### src/rtl/vga_tile_render_pkg.sv
// Shared definitions for the game-mode tile renderer: tile types, colours,
// board geometry and the player-diamond helper.
package vga_tile_render_pkg;

  localparam int MAP_W = 20;
  localparam int MAP_H = 15;

  typedef enum logic [2:0] {
    T_FLOOR   = 3'd0,
    T_WALL    = 3'd1,
    T_BOX     = 3'd2,
    T_TARGET  = 3'd3,
    T_BOX_TGT = 3'd4,
    T_PLAYER  = 3'd5,
    T_PLY_TGT = 3'd6,
    T_RSVD    = 3'd7
  } tile_t;

  // Colours are {R,G,B}.
  localparam logic [2:0] C_BLACK  = 3'b000;
  localparam logic [2:0] C_RED    = 3'b100;
  localparam logic [2:0] C_YELLOW = 3'b110;
  localparam logic [2:0] C_GREEN  = 3'b010;
  localparam logic [2:0] C_BLUE   = 3'b001;
  localparam logic [2:0] C_WHITE  = 3'b111;

  // Distance from the tile centre folds each half onto 0..15; the diamond is
  // every pixel whose folded Manhattan distance is at most 13.
  function automatic logic in_diamond(input logic [4:0] px, input logic [4:0] py);
    logic [3:0] dx;
    logic [3:0] dy;
    dx = px[4] ? px[3:0] : ~px[3:0];
    dy = py[4] ? py[3:0] : ~py[3:0];
    return ({1'b0, dx} + {1'b0, dy}) <= 5'd13;
  endfunction

endpackage

### src/rtl/tile_pattern.sv
// Combinational per-tile pattern: maps tile type, in-tile offset and the blink
// phase to a 3-bit colour.
module tile_pattern
  import vga_tile_render_pkg::*;
(
  input  tile_t      tile_type,
  input  logic [4:0] px,
  input  logic [4:0] py,
  input  logic       blink,
  output logic [2:0] color
);

  logic mortar;
  logic border;
  logic dot;
  logic diamond;

  // Bricks are 16 wide and 8 high; every other course is offset by half a brick.
  assign mortar  = (py[2:0] == 3'd0) || (px[3:0] == {py[3], 3'b000});
  assign border  = (px == 5'd0) || (px == 5'd31) || (py == 5'd0) || (py == 5'd31);
  assign dot     = (px >= 5'd12) && (px <= 5'd19) && (py >= 5'd12) && (py <= 5'd19) && !blink;
  assign diamond = in_diamond(px, py);

  always_comb begin
    // NOTE: assigning a default before the case guarantees every path drives
    // color, so no latch can be inferred.
    color = C_BLACK;
    case (tile_type)
      T_WALL:    color = mortar ? C_WHITE : C_RED;
      T_BOX:     color = border ? C_RED : C_YELLOW;
      T_TARGET:  color = dot ? C_GREEN : C_BLACK;
      T_BOX_TGT: color = border ? C_RED : C_GREEN;
      T_PLAYER:  color = diamond ? C_BLUE : C_BLACK;
      T_PLY_TGT: color = diamond ? C_BLUE : (dot ? C_GREEN : C_BLACK);
      default:   color = C_BLACK;
    endcase
  end

endmodule

### src/rtl/vga_tile_render.sv
// Game-mode pixel colour generator: two pix_en-gated stages (map address, then
// pattern decode) with syncs and the visible flag delayed to stay aligned.
module vga_tile_render
  import vga_tile_render_pkg::tile_t;
  import vga_tile_render_pkg::T_RSVD;
  import vga_tile_render_pkg::C_BLACK;
#(
  parameter int MAP_W  = 20,
  parameter int MAP_H  = 15,
  parameter int ADDR_W = 9
) (
  input  logic              clk,
  input  logic              rst_n,
  input  logic              pix_en,
  input  logic [9:0]        hcnt,
  input  logic [9:0]        vcnt,
  input  logic              video_on,
  input  logic              hs_in,
  input  logic              vs_in,
  output logic [ADDR_W-1:0] map_addr,
  input  logic [2:0]        map_data,
  output logic [2:0]        GColor,
  output logic              hs_out,
  output logic              vs_out,
  output logic              video_on_out
);

  logic [4:0]        col;
  logic [4:0]        row;
  logic              in_map;
  logic [ADDR_W-1:0] row_w;
  logic [ADDR_W-1:0] col_w;
  logic [ADDR_W-1:0] addr_calc;

  assign col    = hcnt[9:5];
  assign row    = vcnt[9:5];
  assign in_map = (int'(col) < MAP_W) && (int'(row) < MAP_H);

  // row*20 as shift-and-add; cannot overflow for in-map tiles.
  assign row_w     = ADDR_W'(row);
  assign col_w     = ADDR_W'(col);
  assign addr_calc = (row_w << 4) + (row_w << 2) + col_w;

  // Stage A registers.
  logic [4:0] px_a;
  logic [4:0] py_a;
  logic       in_map_a;
  logic       vid_a;
  logic       hs_a;
  logic       vs_a;
  logic [5:0] frame_cnt;

  // NOTE: all state uses non-blocking assignments so every register samples
  // the pre-edge values of its neighbours, regardless of statement order.
  always_ff @(posedge clk or negedge rst_n) begin
    if (!rst_n) begin
      map_addr <= '0;
      px_a     <= '0;
      py_a     <= '0;
      in_map_a <= 1'b0;
      vid_a    <= 1'b0;
      hs_a     <= 1'b1;
      vs_a     <= 1'b1;
    end else if (pix_en) begin
      if (in_map) map_addr <= addr_calc;
      px_a     <= hcnt[4:0];
      py_a     <= vcnt[4:0];
      in_map_a <= in_map;
      vid_a    <= video_on;
      hs_a     <= hs_in;
      vs_a     <= vs_in;
    end
  end

  // The stage-A vs register doubles as the previous-vs sample for edge detection.
  always_ff @(posedge clk or negedge rst_n) begin
    if (!rst_n) begin
      frame_cnt <= '0;
    end else if (pix_en && !vs_in && vs_a) begin
      frame_cnt <= frame_cnt + 6'd1;
    end
  end

  tile_t      tile_type;
  logic [2:0] pat_color;

  assign tile_type = in_map_a ? tile_t'(map_data) : T_RSVD;

  tile_pattern u_pattern (
    .tile_type (tile_type),
    .px        (px_a),
    .py        (py_a),
    .blink     (frame_cnt[5]),
    .color     (pat_color)
  );

  // Stage B registers.
  always_ff @(posedge clk or negedge rst_n) begin
    if (!rst_n) begin
      GColor       <= C_BLACK;
      hs_out       <= 1'b1;
      vs_out       <= 1'b1;
      video_on_out <= 1'b0;
    end else if (pix_en) begin
      GColor       <= vid_a ? pat_color : C_BLACK;
      hs_out       <= hs_a;
      vs_out       <= vs_a;
      video_on_out <= vid_a;
    end
  end

endmodule

### config.mk
export PLATFORM = sky130hd
export DESIGN_NAME = vga_tile_render
export DESIGN_NICKNAME = d
export VERILOG_FILES = /design/src/rtl/vga_tile_render_pkg.sv /design/src/rtl/tile_pattern.sv /design/src/rtl/vga_tile_render.sv
export SDC_FILE = /design/constraint.sdc
export NUM_CORES = 1
export LEC_CHECK = 0
export CAP_MARGIN = 0
export CELL_PAD_IN_SITES_DETAIL_PLACEMENT = 0
export CELL_PAD_IN_SITES_GLOBAL_PLACEMENT = 1
export CORE_UTILIZATION = 32
export CTS_CLUSTER_DIAMETER = 120
export DETAILED_ROUTE_END_ITERATION = 8
export PLACE_DENSITY_LB_ADDON = 0.12
export SETUP_SLACK_MARGIN = 0.5
export SYNTH_ARGS = -nofsm -noshare
export SYNTH_HDL_FRONTEND = slang
export SYNTH_SLANG_ARGS = --single-unit
### constraint.sdc
create_clock -name clk -period 3.5 [get_ports clk]
set_clock_uncertainty 0.2 [all_clocks]
set_input_delay 0.525 -clock clk [delete_from_list [all_inputs] [get_ports clk]]
set_output_delay 0.525 -clock clk [all_outputs]
set_load 0.01 [all_outputs]
==> impl_metrics.toml <==
[sta]
finalCriticalPeriod_ns = 2.80
hold_violations = 0
setup_tns_ns = 0
setup_viol = 0
tightest_slew_ns = 0.813
max_slew_margin_pct = 45.8
fin_crit_sh_pct = 80.0
rsz0062_at_grt = "no"
fmax_mhz = 357
maxSlewViolCount = 0

[place]
portBuffers = 43
place_inst = 308
gp_congestion = 0.723
place_hpwl_um = 3300

[worst_setup_path]
reg2reg_depth = 9
cp_cell_sequence = "xnor2_1 -> ha_1 -> inv_1 -> fa_1 -> nand2b_1 -> a2111oi_4 -> o41ai_1 -> mux2_2 -> o41ai_2"
max_stage_delay_ns = 0.48
reg2reg_from = "py_a[4]"
cp-startpoint = "py_a[4]"
endpoint_kind = "flop"
cp_data_required_time_ns = 3.49
worstSetupPathType = "flop to flop"
critPathSlowestCell = "dfrtp_1"
cp.arrival_ns = 2.79
cp-start-kind = "flop"
reg2reg_to = "GColor[1]"
path_buf_inv = 1
crit_family = "adder cells"
path_depth = 9
setup.worst_path.end = "GColor[1]"
ff2ff_setup_slack_ns = 0.70
path_max_fanout = 8

[cells_and_area]
final_util_pct = 42.7
final_nets = 290
final_common_cell = "clkdlybuf4s50_1"
final_layout_size_suffix_gt1_share_pct = 15.1
layout_common_cells = "42 x clkdlybuf4s50_1, 31 x dfrtp_1, 20 x ha_1"
fin_cells = 316
synthToLayoutAreaGrowth_pct = 28.6
fillers = 632
diodes = 0

[clock_tree]
cts.path.max_buffers = 2
cts_tree = "built"
cts_sinks = 35
htree_levels = 2
cts_buffers = 5
clkTransAtPathRegs_ns = 0.08
holdBufCountCts = 0
clock_latency_ns = 0.29
clockRootBuffer = "clkbuf_8"

[yosys]
synth-main-ff-cell = "dfrtp_1"
syn-cell-area_um2 = 2120
async_flop_share_pct = 100
synth_cell_types = 40
ys_warn_count = 0
synthesis.nets = 248
yosysSeqAreaShare_pct = 41.6
syn_area_per_cell_um2 = 10.8
ys_seq_elements = 35
synth-edff-count = 0
netlist_instances = 196

[detailed_routing]
drtIter0Drc = 34
antenna_left = 0
routed_via_density = 4.93
dr.pass1.iters = 4
dr_total_vias = 1557
wl_per_cell_um = 13.9
drc = 0
wl_um = 4380

[pwr]
clkPwrFrac_pct = 23.1
power.share.combinational_pct = 33.4
p_per_area_nw_per_um2 = 463
seq_power_share_pct = 43.5
switchingPower_mw = 0.410
vdd_drop_max_mv = 0.196
p_int_mw = 0.852
p_sw_share_pct = 32.5
p_leak_nw = 1.17

[die]
num_io_pins = 44
coreArea_um2 = 6390
initial_core_util_pct = 33.2
die_area_um2 = 6950
die_w_um = 83.4
rows = 29
die_h_um = 83.4

[global_routing]
grt_usage_pct = 13.8
grt_pass1_vias = 1604
grt_pass1_wl_um = 7660
antenna_found_initial = 0
globalRouteOverflowTotal = 0
grt_max_degree = 36

[job]
maxCapViolCount = 0

[worst_hold_path]
worstHoldPathType = "input port to async pin"

[status]
status = "finished, final reports clean"
power groups by stage:
stage / clock network (mW) / registers [mW] / logic (mW)
2_1_floorplan: 0 / 0.552 / 0.234
3_3_place_gp: 0 / 0.557 / 0.396
3_5_place_dp: 0 / 0.557 / 0.398
4_1_cts: 0.308 / 0.550 / 0.400
5_1_grt: 0.323 / 0.562 / 0.473
6_report: 0.292 / 0.549 / 0.421
metal layers:
| layer | global-route usage, % | vias up | part of all wire (%) |
|---|---|---|---|
| li1 | - | 783 | - |
| met1 | 17.5 | 745 | 47 |
| met2 | 22.8 | 25 | 48 |
| met3 | 3.88 | 4 | 4.2 |
| met4 | 4.23 | 0 | 0.98 |
| met5 | 0 | - | 0 |
worst min path at each step:
stage / start / end / slack (ns)
floorplan: rst_n / GColor[0] / 0.03
global placement: frame_cnt[5] / frame_cnt[5] / 0.25
detailed placement: frame_cnt[5] / frame_cnt[5] / 0.27
CTS: rst_n / GColor[0] / 0.15
global route: rst_n / video_on_out / 0.19
finish: rst_n / GColor[0] / 0.11
kinds of logic (layout without fill, tap and decap cells):
family	count (synthesis)	in the layout	share of synthesized area (%)
fa+ha+maj	23	23	14.6
mux	18	18	9.56
simple gates	39	39	9.33
flops	35	35	41.6
xor+xnor	18	18	7.44
compound gates	41	41	13.5
buf+inv	22	65	3.95
synth_stat cells (2+ instances only):
master | n | area [um^2]
inv_1 | 12 | 45.0
nand4b_1 | 2 | 17.5
fa_1 | 3 | 60.1
nand4_1 | 3 | 18.8
xnor2_1 | 12 | 105
nor3_1 | 3 | 15.0
nand3_1 | 4 | 20.0
ha_1 | 20 | 250
nand2_1 | 13 | 48.8
a21o_1 | 4 | 30.0
a21oi_1 | 10 | 50.1
xor2_1 | 6 | 52.6
dfrtp_1 | 31 | 776
mux2_2 | 17 | 191
o21ai_0 | 12 | 60.1
clkbuf_1 | 9 | 33.8
o31ai_1 | 2 | 15.0
a2111oi_1 | 2 | 20.0
nor4_1 | 2 | 12.5
nor2_1 | 6 | 22.5
dfstp_2 | 4 | 105
what timing repair did:
| item | CTS | global route |
|---|---|---|
| setup endpoints to repair | 0 | 1 |
| endpoints found under the hold margin | 0 | 0 |
| setup buffers | 0 | 0 |
| resized for setup | 0 | 3 |
stage by stage:
step                hold slack, ns  setup slack [ns]  instance area, um^2  power [mW]
floorplan                   0.0294             0.675                 2120       0.786
global placement             0.253             0.614                 2620       0.954
detailed placement           0.266             0.578                 2620       0.955
CTS                          0.148             0.589                 2700        1.26
global route                 0.193             0.500                 2730        1.36
finish                       0.110             0.699                 2730        1.26
flip-flops by register name, summed over array words and instances (netlist names):
| name | count |
|---|---|
| vs_out | 1 |
| map_addr | 9 |
| in_map_a | 1 |
| GColor | 3 |
| px_a | 5 |
| vid_a | 1 |
| py_a | 5 |
| hs_out | 1 |
| hs_a | 1 |
| vs_a | 1 |
| video_on_out | 1 |
| frame_cnt | 6 |
area by class of cell:
class,instances,area (um^2),share of cell area [%]
multi-input cells,139,1180,43.2
flip-flops and latches,35,881,32.3
repair buffers,45,440,16.2
well taps,77,96.3,3.54
clock buffers,6,72.6,2.66
inverters,12,45.0,1.65
clock inverters,2,12.5,0.459
No activity file was read; power rests on OpenSTA's default activity.
